==> src/rtl/proc_control_pkg.sv <==
// Shared encodings for the bus-based processor: opcodes, ALU operation
// selects and the instruction step states.
package proc_pkg;

   localparam logic [2:0] OP_MV  = 3'b000;
   localparam logic [2:0] OP_MVI = 3'b001;
   localparam logic [2:0] OP_ADD = 3'b010;
   localparam logic [2:0] OP_SUB = 3'b011;
   localparam logic [2:0] OP_AND = 3'b100;
   localparam logic [2:0] OP_SLT = 3'b101;

   localparam logic [1:0] ALU_ADD = 2'b00;
   localparam logic [1:0] ALU_SUB = 2'b01;
   localparam logic [1:0] ALU_AND = 2'b10;
   localparam logic [1:0] ALU_SLT = 2'b11;

   typedef enum logic [1:0] {
      T0 = 2'b00,
      T1 = 2'b01,
      T2 = 2'b10,
      T3 = 2'b11
   } step_t;

   // Maps an ALU-class opcode to the operation select the ALU expects.
   function automatic logic [1:0] aluSelect(input logic [2:0] op);
      logic [1:0] sel;
      sel = ALU_ADD;
      case (op)
         OP_SUB:  sel = ALU_SUB;
         OP_AND:  sel = ALU_AND;
         OP_SLT:  sel = ALU_SLT;
         default: sel = ALU_ADD;
      endcase
      return sel;
   endfunction

   function automatic logic isAluOp(input logic [2:0] op);
      return (op == OP_ADD) || (op == OP_SUB) || (op == OP_AND) || (op == OP_SLT);
   endfunction

endpackage

==> src/rtl/proc_control_if.sv <==
// Control interface between the sequencing unit (master) and the datapath
// it steers: register file, DIN buffer, A/G latches and the ALU.
interface proc_control_if #(parameter int NREG = 8);

   logic            Run;
   logic [15:0]     DIN;
   logic [NREG-1:0] R_in;
   logic [NREG-1:0] R_out;
   logic            DIN_out;
   logic            A_in;
   logic            G_in;
   logic            G_out;
   logic [1:0]      AddSub_Control;
   logic            Done;

   modport master (
      input  Run, DIN,
      output R_in, R_out, DIN_out, A_in, G_in, G_out, AddSub_Control, Done
   );

   modport slave (
      output Run, DIN,
      input  R_in, R_out, DIN_out, A_in, G_in, G_out, AddSub_Control, Done
   );

endinterface

==> src/rtl/proc_control_dec3to8.sv <==
// 3-bit to 8-bit one-hot decoder with enable; all-zero when disabled.
module dec3to8 (
   input  logic [2:0] w,
   input  logic       en,
   output logic [7:0] y
);

   always_comb begin
      y = '0;
      if (en) y[w] = 1'b1;
   end

endmodule

==> src/rtl/proc_control.sv <==
// Instruction sequencer: captures III XXX YYY from DIN in T0 and walks the
// T1..T3 schedule, decoding datapath controls from the registered state and IR.
module proc_control
   import proc_pkg::*;
#(
   parameter int IR_W = 9,
   parameter int NREG = 8
)(
   input  logic           Clock,
   input  logic           Reset,
   proc_control_if.master bus
);

   step_t           state;
   step_t           stateNext;
   logic [IR_W-1:0] ir;
   logic [2:0]      opcode;
   logic [7:0]      xOneHot;
   logic [7:0]      yOneHot;
   logic [7:0]      rIn;
   logic [7:0]      rOut;
   logic            dinOut;
   logic            aIn;
   logic            gIn;
   logic            gOut;
   logic [1:0]      aluOp;
   logic            done;

   assign opcode = ir[8:6];

   // Decoders are gated off in T0 so no register select can leak while idle.
   dec3to8 xDecoder (.w(ir[5:3]), .en(state != T0), .y(xOneHot));
   dec3to8 yDecoder (.w(ir[2:0]), .en(state != T0), .y(yOneHot));

   always_ff @(posedge Clock) begin
      if (Reset) begin
         state <= T0;
         ir    <= '0;
      end else begin
         state <= stateNext;
         if (state == T0 && bus.Run) ir <= bus.DIN[IR_W-1:0];
      end
   end

   always_comb begin
      stateNext = state;
      rIn       = '0;
      rOut      = '0;
      dinOut    = 1'b0;
      aIn       = 1'b0;
      gIn       = 1'b0;
      gOut      = 1'b0;
      aluOp     = ALU_ADD;
      done      = 1'b0;
      case (state)
         T0: begin
            if (bus.Run) stateNext = T1;
         end
         T1: begin
            if (isAluOp(opcode)) begin
               rOut      = xOneHot;
               aIn       = 1'b1;
               stateNext = T2;
            end else begin
               // mv, mvi and the reserved opcodes all finish here.
               if (opcode == OP_MV) begin
                  rOut = yOneHot;
                  rIn  = xOneHot;
               end else if (opcode == OP_MVI) begin
                  dinOut = 1'b1;
                  rIn    = xOneHot;
               end
               done      = 1'b1;
               stateNext = T0;
            end
         end
         T2: begin
            rOut      = yOneHot;
            gIn       = 1'b1;
            aluOp     = aluSelect(opcode);
            stateNext = T3;
         end
         T3: begin
            gOut      = 1'b1;
            rIn       = xOneHot;
            done      = 1'b1;
            stateNext = T0;
         end
         default: stateNext = T0;
      endcase
   end

   assign bus.R_in           = NREG'(rIn);
   assign bus.R_out          = NREG'(rOut);
   assign bus.DIN_out        = dinOut;
   assign bus.A_in           = aIn;
   assign bus.G_in           = gIn;
   assign bus.G_out          = gOut;
   assign bus.AddSub_Control = aluOp;
   assign bus.Done           = done;

endmodule

==> src/flat_wrapper.sv <==
// flat-port wrapper written by rule: the top's interface ports become plain ports
module proc_control_flat import proc_pkg::*;
#(
   parameter int IR_W = 9,
   parameter int NREG = 8
)
  (Clock, Reset, bus_Run, bus_DIN, bus_R_in, bus_R_out, bus_DIN_out, bus_A_in, bus_G_in, bus_G_out, bus_AddSub_Control, bus_Done);
  proc_control_if #(.NREG(NREG)) bus_i ();
  input  logic Clock;
  input  logic Reset;
  input wire logic [$bits(bus_i.Run)-1:0] bus_Run;
  input wire logic [$bits(bus_i.DIN)-1:0] bus_DIN;
  output wire logic [$bits(bus_i.R_in)-1:0] bus_R_in;
  output wire logic [$bits(bus_i.R_out)-1:0] bus_R_out;
  output wire logic [$bits(bus_i.DIN_out)-1:0] bus_DIN_out;
  output wire logic [$bits(bus_i.A_in)-1:0] bus_A_in;
  output wire logic [$bits(bus_i.G_in)-1:0] bus_G_in;
  output wire logic [$bits(bus_i.G_out)-1:0] bus_G_out;
  output wire logic [$bits(bus_i.AddSub_Control)-1:0] bus_AddSub_Control;
  output wire logic [$bits(bus_i.Done)-1:0] bus_Done;
  assign bus_i.Run = bus_Run;
  assign bus_i.DIN = bus_DIN;
  assign bus_R_in = bus_i.R_in;
  assign bus_R_out = bus_i.R_out;
  assign bus_DIN_out = bus_i.DIN_out;
  assign bus_A_in = bus_i.A_in;
  assign bus_G_in = bus_i.G_in;
  assign bus_G_out = bus_i.G_out;
  assign bus_AddSub_Control = bus_i.AddSub_Control;
  assign bus_Done = bus_i.Done;
  proc_control #(.IR_W(IR_W), .NREG(NREG)) u_core (.Clock(Clock), .Reset(Reset), .bus(bus_i));
endmodule
==> config.mk <==
export PLATFORM = sky130hd
export DESIGN_NAME = proc_control_flat
export DESIGN_NICKNAME = d
export VERILOG_FILES = /design/src/rtl/proc_control_pkg.sv /design/src/rtl/proc_control_if.sv /design/src/rtl/proc_control_dec3to8.sv /design/src/rtl/proc_control.sv /design/src/flat_wrapper.sv
export SDC_FILE = /design/constraint.sdc
export NUM_CORES = 1
export LEC_CHECK = 0
export CAP_MARGIN = 20
export CELL_PAD_IN_SITES_DETAIL_PLACEMENT = 0
export CELL_PAD_IN_SITES_GLOBAL_PLACEMENT = 1
export CORE_ASPECT_RATIO = 1.4
export CORE_MARGIN = 1
export CORE_UTILIZATION = 30
export CTS_CLUSTER_DIAMETER = 40
export DETAILED_ROUTE_END_ITERATION = 12
export PLACE_DENSITY = 0.82
export SLEW_MARGIN = 20
export SYNTH_ARGS = -nofsm -noshare
export SYNTH_HDL_FRONTEND = slang
export SYNTH_HIERARCHICAL = 1
export SYNTH_SLANG_ARGS = --single-unit
==> constraint.sdc <==
create_clock -name Clock -period 2.3 [get_ports Clock]
set_clock_uncertainty 0.2 [all_clocks]
set_input_delay 0.23 -clock Clock [delete_from_list [all_inputs] [get_ports Clock]]
set_output_delay 0.23 -clock Clock [all_outputs]
set_load 0.02 [all_outputs]
==> results of run 1 <==
-- power breakdown --
| part | internal, W | total (W) | leakage [nW] | switching [W] |
|---|---|---|---|---|
| Clock | 0.000121 | 0.000188 | 0.0228 | 0.0000669 |
| Combinational | 0.000104 | 0.000196 | 0.475 | 0.0000924 |
| Sequential | 0.000205 | 0.000228 | 0.0908 | 0.0000236 |
| Total | 0.000429 | 0.000612 | 0.589 | 0.000183 |
-- metal layers --
metal	track usage (%)	up-vias	share of wire, %
li1	-	534	-
met2	31.4	22	56
met1	18.3	506	40
met5	0	-	0
met3	0.871	2	3.0
met4	4.63	0	0.45
-- worst paths after layout --
check,slack [ns],endpoint,startpoint
setup / recovery,0.08,bus_R_out[5],u_core/state[0]
hold / removal,0.36,u_core/ir[6],bus_DIN[6]
setup reg to reg,0.68,u_core/ir[1],u_core/state[0]
hold reg to reg,0.38,u_core/ir[3],u_core/ir[3]
-- synthesized netlist by cell type, types with 3 or more instances --
| cell | count |
|---|---|
| ha_1 | 5 |
| and4b_2 | 5 |
| buf_2 | 3 |
| nor2b_1 | 9 |
| and4bb_1 | 3 |
| nand3_1 | 10 |
| a21oi_1 | 10 |
| and4bb_2 | 4 |
| dfxtp_1 | 11 |
| nand3b_1 | 9 |
| nand2_1 | 10 |
| a21boi_1 | 8 |
| a22oi_1 | 8 |
| clkbuf_1 | 3 |
-- logic make-up after synthesis --
kind of cell | after synthesis
and+or+nand+nor | 62
AOI/OAI and AO/OA | 30
buffers and inverters | 11
DFF | 11
adders and majority gates | 5
-- flip-flops by register name, summed over array words and instances, names as in the netlist, named ones only --
register and cells:
u_core/state 1, u_core/ir 9
-- worst register-to-register path, stage by stage (launching register included) --
cell	delay (ns)
dfxtp_1	0.33
inv_1	0.06
ha_1	0.24
buf_4	0.20
nand2_1	0.24
nand2_1	0.12
a21oi_1	0.16
-- cell type report --
class | count | share of cell area [%]
well taps | 39 | 3.29
inverters | 4 | 1.18
clock buffers | 4 | 3.04
flip-flops and latches | 11 | 14.9
multi-input cells | 97 | 50.9
repair buffers | 48 | 26.6
-- per-stage QoR --
stage	hold WS, ns	worst slack, ns	util (%)	std cells	total power [W]
2_1_floorplan	0.103	0.151	-	119	0.000331
3_3_place_gp	0.332	-0.0665	45.7	196	0.000396
3_5_place_dp	0.349	-0.103	45.7	196	0.000404
4_1_cts	0.358	0.00263	47.4	203	0.000606
5_1_grt	0.378	0.00796	47.4	203	0.000647
6_report	0.362	0.0821	47.4	203	0.000612
-- what timing repair did --
item,4_1_cts,5_1_grt
setup buffers,3,0
resized for setup,51,19
pin swaps,1,1
hold buffers,0,0
setup endpoints to repair,19,18
==> impl_metrics.toml, run 1 <==
[cells_and_area]
final_area_sq_um = 1480
fillers = 338
drive_gt1_share_pct = 31.7
multi_input_area_sq_um = 754
final_cell_mix = "clkdlybuf4s50_1, buf_4"
diodes = 0
area_growth_syn_to_layout_pct = 49.9
nNetsFinal = 189
regArea_sq_um = 221

[global_route]
grt-ovfl-total = 0
grt.total_usage_pct = 16.2
grt_max_degree = 17
grt_first_pass_wirelength_microns = 4570
antenna_found_initial = 0
grt_pass1_vias = 1040

[worst_setup_path]
crit_type = "register to output pin"
crit_family = "buffers and inverters"
worstSetupStartpointType = "register"
path_cells = "inv_1, ha_1, inv_4, and4b_2, a22oi_1, a21boi_1, clkdlybuf4s15_1"
critical_path.max_fanout = 16
rr_worst_depth = 6
end_kind = "output pin"
path_depth = 7
crit_slowest_cell = "dfxtp_1"
critical_path_arrival_ns = 1.79
path_buf_inv = 3
crit_path_max_incr_delay_ns = 0.33
cp_data_required_time_ns = 1.87

[detailed_routing]
dr.pass1.iters = 4
wirelength_microns = 2700
num_vias = 1064
detail-route-antenna-nets = 0
drc_errors = 0
drtIter0Drc = 15
post_drt_wl_per_cell_microns = 13.3
vias_per_cell = 5.24

[sta]
rsz0062_at_grt = "false"
setup_viol = 0
slew_violations = 0
fin_crit_ns = 2.22
hold_viol_final = 0
maxSlewHeadroom_pct = 72.6
tns_ns = 0
max_freq_mhz = 451
worst_slew_pin_slew_ns = 0.409
min_period_over_period_pct = 96.4

[synthesis]
netlist_area_sq_um = 988
synth_warnings = 6
synth_cell_type_count = 29
synth_top_cell_by_area = "dfxtp_1"
synth_compound_area_share_pct = 20.0
synthMuxAreaShare_pct = 0
synth_seq_cells = 11
synth_nets = 143
synth_top_area_share_pct = 22.3
synth-seq-area-share_pct = 22.3
ys.flop_type = "dfxtp_1"
synth_fa_ha_area_share_pct = 6.33
yosys.area_share.simple_pct = 46.5
ys_async_sr_fraction_pct = 0
avgSynthCellArea_sq_um = 8.31
synth-edff-count = 0
synth_area_leaders = "dfxtp_1, nand3b_1, ha_1"
synthCells = 119
synth_xor_area_share_pct = 0
synth_top_family_by_area = "simple AND/OR/NAND/NOR gates"

[clock_tree]
cts_root_buf = "clkbuf_8"
cts_buffers = 3
clk_pin_slew_worst_paths_ns = 0.05
clk_latency_ns = 0.23
htreeDepth = 1
clock_sinks = 11
cts_tree = "built"
clk_path_buf_depth = 2

[power_and_ir_drop]
peakVddDrop_uv = 423
p_leak_nw = 0.589
power_density_nw_per_um2 = 413

[worst_hold_path]
min_path_type = "input pin to register"
min_path_cells = 3

[placed_design]
dpl_cell_area_sq_um = 1430
dp_hpwl_microns = 2020
numPortBuffers = 34
gp_congestion = 0.766

[floorplan]
num_rows = 24
die-area_sq_um = 3530
initial_core_util_pct = 31.7
fp.coreArea_sq_um = 3120
die-height_microns = 69.9
die_w_microns = 50.5
io_pins = 42

[run_status]
status = "complete, no violations"

[flow_run]
max_cap_violations = 0
Power figures use the tool's default switching activity.
==> inputs of run 2 (changes only) <==
Settings changed: CORE_UTILIZATION 30 to 31, CTS_BUF_LIST set to sky130_fd_sc_hd__clkbuf_2, CTS_CLUSTER_SIZE set to 24, PLACE_DENSITY 0.82 to 0.84.
==> run 2 against run 1 <==
Cell area is 2.1% lower. Worst setup slack better by 0.015 ns. Non-clock buffer count stayed put. Clock power is 45% lower. Sequential share of layout area is 0.32 points higher. Core utilization is 2.0 points higher. Power is 14% lower. Clock-buffer cell count stayed put. First-iteration DRC count is 27% lower. Maximum frequency is 0.67% higher. Global-route usage hardly changed.
==> impl_metrics.toml, run 2 (same netlist as run 1, synthesis figures left out) <==
[run_status]
status = "complete, no violations"

[clock_tree]
clk_path_buf_depth = 2
cts_hold_buf = 0
htreeDepth = 1
cts_root_buf = "clkbuf_2"
clk_pin_slew_worst_paths_ns = 0.10
cts_tree = "built"
cts_buffers = 3
clk_latency_ns = 0.23
clock_sinks = 11

[cells_and_area]
largest_register_ffs = 9
multi_input_area_sq_um = 764
regArea_sq_um = 221
finalNonFillerCells = 201
area_growth_syn_to_layout_pct = 46.7
regMostFlops = "u_core/ir"
nNetsFinal = 189
final_cell_mix = "clkdlybuf4s50_1, buf_2, buf_4"
drive_gt1_share_pct = 32.9
diodes = 0
top_regs = "u_core/ir (9), u_core/state (1)"
fillers = 307

[detailed_routing]
post_drt_wl_per_cell_microns = 13.6
drc_errors = 0
drtIter0Drc = 11
num_vias = 1055
dr.pass1.iters = 4
vias_per_cell = 5.25
detail-route-antenna-nets = 0
wirelength_microns = 2730

[worst_setup_path]
cp_data_required_time_ns = 1.87
end_kind = "output pin"
crit_type = "register to output pin"
critical_path_arrival_ns = 1.77
worstSetupStartpointType = "register"
critical_path.max_fanout = 8

[sta]
max_freq_mhz = 454
fin_crit_ns = 2.20
hold_viol_final = 0
setup_viol = 0
tns_ns = 0
min_period_over_period_pct = 95.8
worst_slew_pin_slew_ns = 0.404
rsz0062_at_grt = "false"
slew_violations = 0
maxSlewHeadroom_pct = 73.0

[global_route]
grt.total_usage_pct = 16.3
grt_pass1_vias = 1060
grt-ovfl-total = 0
antenna_found_initial = 0
grt_first_pass_wirelength_microns = 4410
grt_max_degree = 17

[placed_design]
numPortBuffers = 34
dp_hpwl_microns = 2020
dp.cells = 194
gp_congestion = 0.842

[worst_hold_path]
min_path_type = "input pin to register"

[floorplan]
die-area_sq_um = 3420
die-height_microns = 68.8
io_pins = 42
fp.coreArea_sq_um = 2940
initial_core_util_pct = 33.7
die_w_microns = 49.7
num_rows = 23

[power_and_ir_drop]
peakVddDrop_uv = 330
power_density_nw_per_um2 = 364
p_leak_nw = 0.614
finalPower_w = 0.000527

[flow_run]
max_cap_violations = 0
-- run 2: cell types whose count changed in the layout (fill, tap and decap cells not counted), sizes merged --
cell / change
buf: +7
clkdlybuf4s15: -4
clkbuf: -3
clkdlybuf4s50: -1
dlymetal6s2s: +1
-- run 2: final timing paths --
check	startpoint	slack, ns	endpoint	cells after the start
setup / recovery	u_core/state[0]	0.1	bus_R_out[7]	7
hold / removal	bus_DIN[0]	0.34	u_core/ir[0]	3
setup reg to reg	u_core/state[0]	0.70	u_core/ir[2]	6
hold reg to reg	u_core/ir[6]	0.39	u_core/ir[6]	2
-- run 2: per-stage QoR --
step | utilization [%] | cell area, sq um | hold WS (ns) | worst slack (ns)
floorplan | - | 988 | 0.103 | 0.151
global placement | 48.5 | 1420 | 0.331 | -0.0603
detailed placement | 48.5 | 1420 | 0.358 | -0.122
CTS | 48.9 | 1440 | 0.337 | 0.00251
global route | 49.4 | 1450 | 0.354 | 0.0287
finish | 49.4 | 1450 | 0.341 | 0.0969
-- run 2: layout make-up --
type,instances,share of cell area [%]
repair buffers,48,26.2
well taps,37,3.19
flip-flops and latches,11,15.3
inverters,4,1.21
multi-input cells,97,52.7
clock buffers,4,1.38
-- run 2: report_power, final --
part,internal [W],switching (W)
clock network,0.0000463,0.0000566
registers,0.000204,0.0000241
logic,0.000104,0.0000929
-- run 2: critical path, stage by stage, from the launching register on --
cell and delay (ns):
dfxtp_1 0.34, buf_4 0.13, ha_2 0.18, nor2b_1 0.19, buf_4 0.19, a22oi_1 0.07
a21boi_1 0.22, buf_2 0.20
-- run 2: repair_timing --
action	in CTS	in global routing
pin swaps	1	1
resized for setup	64	18
endpoints found under the setup margin	20	14
buffers inserted	2	1
-- run 2: layer usage --
metal	up-vias	share of wire [%]	global-route usage, %	routed length [microns]
li1	536	-	-	-
met3	4	2.4	1.10	65
met2	23	54	32.9	1480
met4	0	1.2	6.43	34
met1	492	42	17.3	1150
met5	-	0	0	0
==> inputs of run 3 (changes only) <==
Settings changed: CORE_ASPECT_RATIO 1.4 to unset.
==> run 3 against run 2 <==
Die area about the same. Register-to-register slack worse by 0.02 ns. Sequential share of layout area decreased by 0.36 points. Cell count grew 3.5%. Maximum frequency about the same. Largest power group unchanged.
==> impl_metrics.toml, run 3 (same netlist as run 1, synthesis figures left out) <==
[global_route]
grt_first_pass_wirelength_microns = 4310
grt_pass1_vias = 988
antenna_found_initial = 0
grt.total_usage_pct = 16.2
grt-ovfl-total = 0
grt_max_degree = 17

[worst_setup_path]
crit_type = "register to output pin"
critical_path_arrival_ns = 1.77
worstSetupStartpointType = "register"
end_kind = "output pin"
critical_path.max_fanout = 10
rrSetupSlack_ns = 0.68
rr_worst_depth = 8
cp_data_required_time_ns = 1.87

[sta]
rsz0062_at_grt = "false"
max_freq_mhz = 454
slew_violations = 0
maxSlewHeadroom_pct = 71.1
setup_ws_ns = 0.0965
min_period_over_period_pct = 95.8
setup_viol = 0
fin_crit_ns = 2.20
hold_viol_final = 0
worst_slew_pin_slew_ns = 0.433

[cells_and_area]
final_cell_mix = "buf_4, clkdlybuf4s50_1, buf_2"
drive_gt1_share_pct = 35.4
largest_register_ffs = 9
top_regs = "u_core/ir (9), u_core/state (1)"
diodes = 0
regMostFlops = "u_core/ir"
nNetsFinal = 189
area_growth_syn_to_layout_pct = 50.3
final_common_cell = "buf_4"

[clock_tree]
clock_sinks = 11
clk_path_buf_depth = 2
cts_tree = "built"
clk_latency_ns = 0.24
clk_pin_slew_worst_paths_ns = 0.10
htreeDepth = 1
cts_hold_buf = 0
cts_buffers = 3
cts_root_buf = "clkbuf_2"

[worst_hold_path]
min_to = "u_core/ir[1]"
min_path_type = "input pin to register"
min-delay-start = "bus_DIN[1]"
min_path_cells = 3

[placed_design]
dp_slack_ns = -0.112
gp_congestion = 0.797
dp_hpwl_microns = 1970
numPortBuffers = 34

[detailed_routing]
dr.pass1.iters = 4
drc_errors = 0
wirelength_microns = 2690
drtIter0Drc = 22
detail-route-antenna-nets = 0
vias_per_cell = 5.12
post_drt_wl_per_cell_microns = 12.9
num_vias = 1065

[floorplan]
die_w_microns = 58.5
initial_core_util_pct = 32.6
fp.coreArea_sq_um = 3030
die-height_microns = 58.5
num_rows = 20
die-area_sq_um = 3420
io_pins = 42

[power_and_ir_drop]
peakVddDrop_uv = 272
finalPower_w = 0.000534
power_density_nw_per_um2 = 359
p_leak_nw = 0.641

[run_status]
status = "complete, no violations"

[flow_run]
max_cap_violations = 0
run 3: metrics by stage:
step	util (%)	instances	TNS (ns)	instance area, sq um	hold slack, ns
after floorplan	-	119	0	988	0.103
after global placement	48.5	204	-0.169	1470	0.334
after detailed placement	48.5	204	-0.697	1470	0.350
after CTS	48.1	208	0	1460	0.322
after global routing	49.0	208	0	1490	0.327
final	49.0	208	0	1490	0.333
run 3: worst max path at each step:
stage / to / start / slack [ns]
finish: bus_DIN_out / register / 0.1
global route: bus_R_out[4] / u_core/ir[7] / 0.002
CTS: bus_R_out[4] / u_core/ir[7] / 0.001
detailed placement: bus_R_out[0] / register / -0.11
global placement: bus_R_out[7] / u_core/ir[7] / -0.06
floorplan: bus_R_out[0] / u_core/state[0] / 0.15
run 3: per-layer routing:
metal  track usage, %  share of wire (%)  wire, microns  vias up
li1                 -                  -              -      538
met2             27.6                 50           1330       25
met3             2.64                3.9            105        6
met5                0                  0              0        -
met4             6.46                1.8             47        0
met1             20.2                 45           1200      496
run 3: layout make-up:
class,count,area [sq um]
fill,309,1540
multi-input combinational,97,776
timing repair buffer,48,395
sequential,11,221
tap,44,55.1
clock buffer,4,20.0
inverter,4,17.5
run 3: report_power, final:
group | internal (W) | total, W | switching (W)
clock network | 0.0000462 | 0.000106 | 0.0000602
logic | 0.000106 | 0.000200 | 0.0000945
registers | 0.000204 | 0.000227 | 0.0000233
total | 0.000356 | 0.000534 | 0.000178
run 3: timing repair:
| item | 4_1_cts | 5_1_grt |
|---|---|---|
| setup endpoints to repair | 18 | 20 |
| gates resized for setup | 63 | 23 |
| buffers inserted | 0 | 0 |
| pin swaps | 1 | 3 |
run 3: critical path: stages, from the launching register on:
cell             delay, ns
dfxtp_2               0.34
clkinv_1              0.08
buf_4                 0.14
ha_2                  0.18
and4bb_1              0.22
buf_12                0.15
and2_1                0.15
clkdlybuf4s15_1       0.28
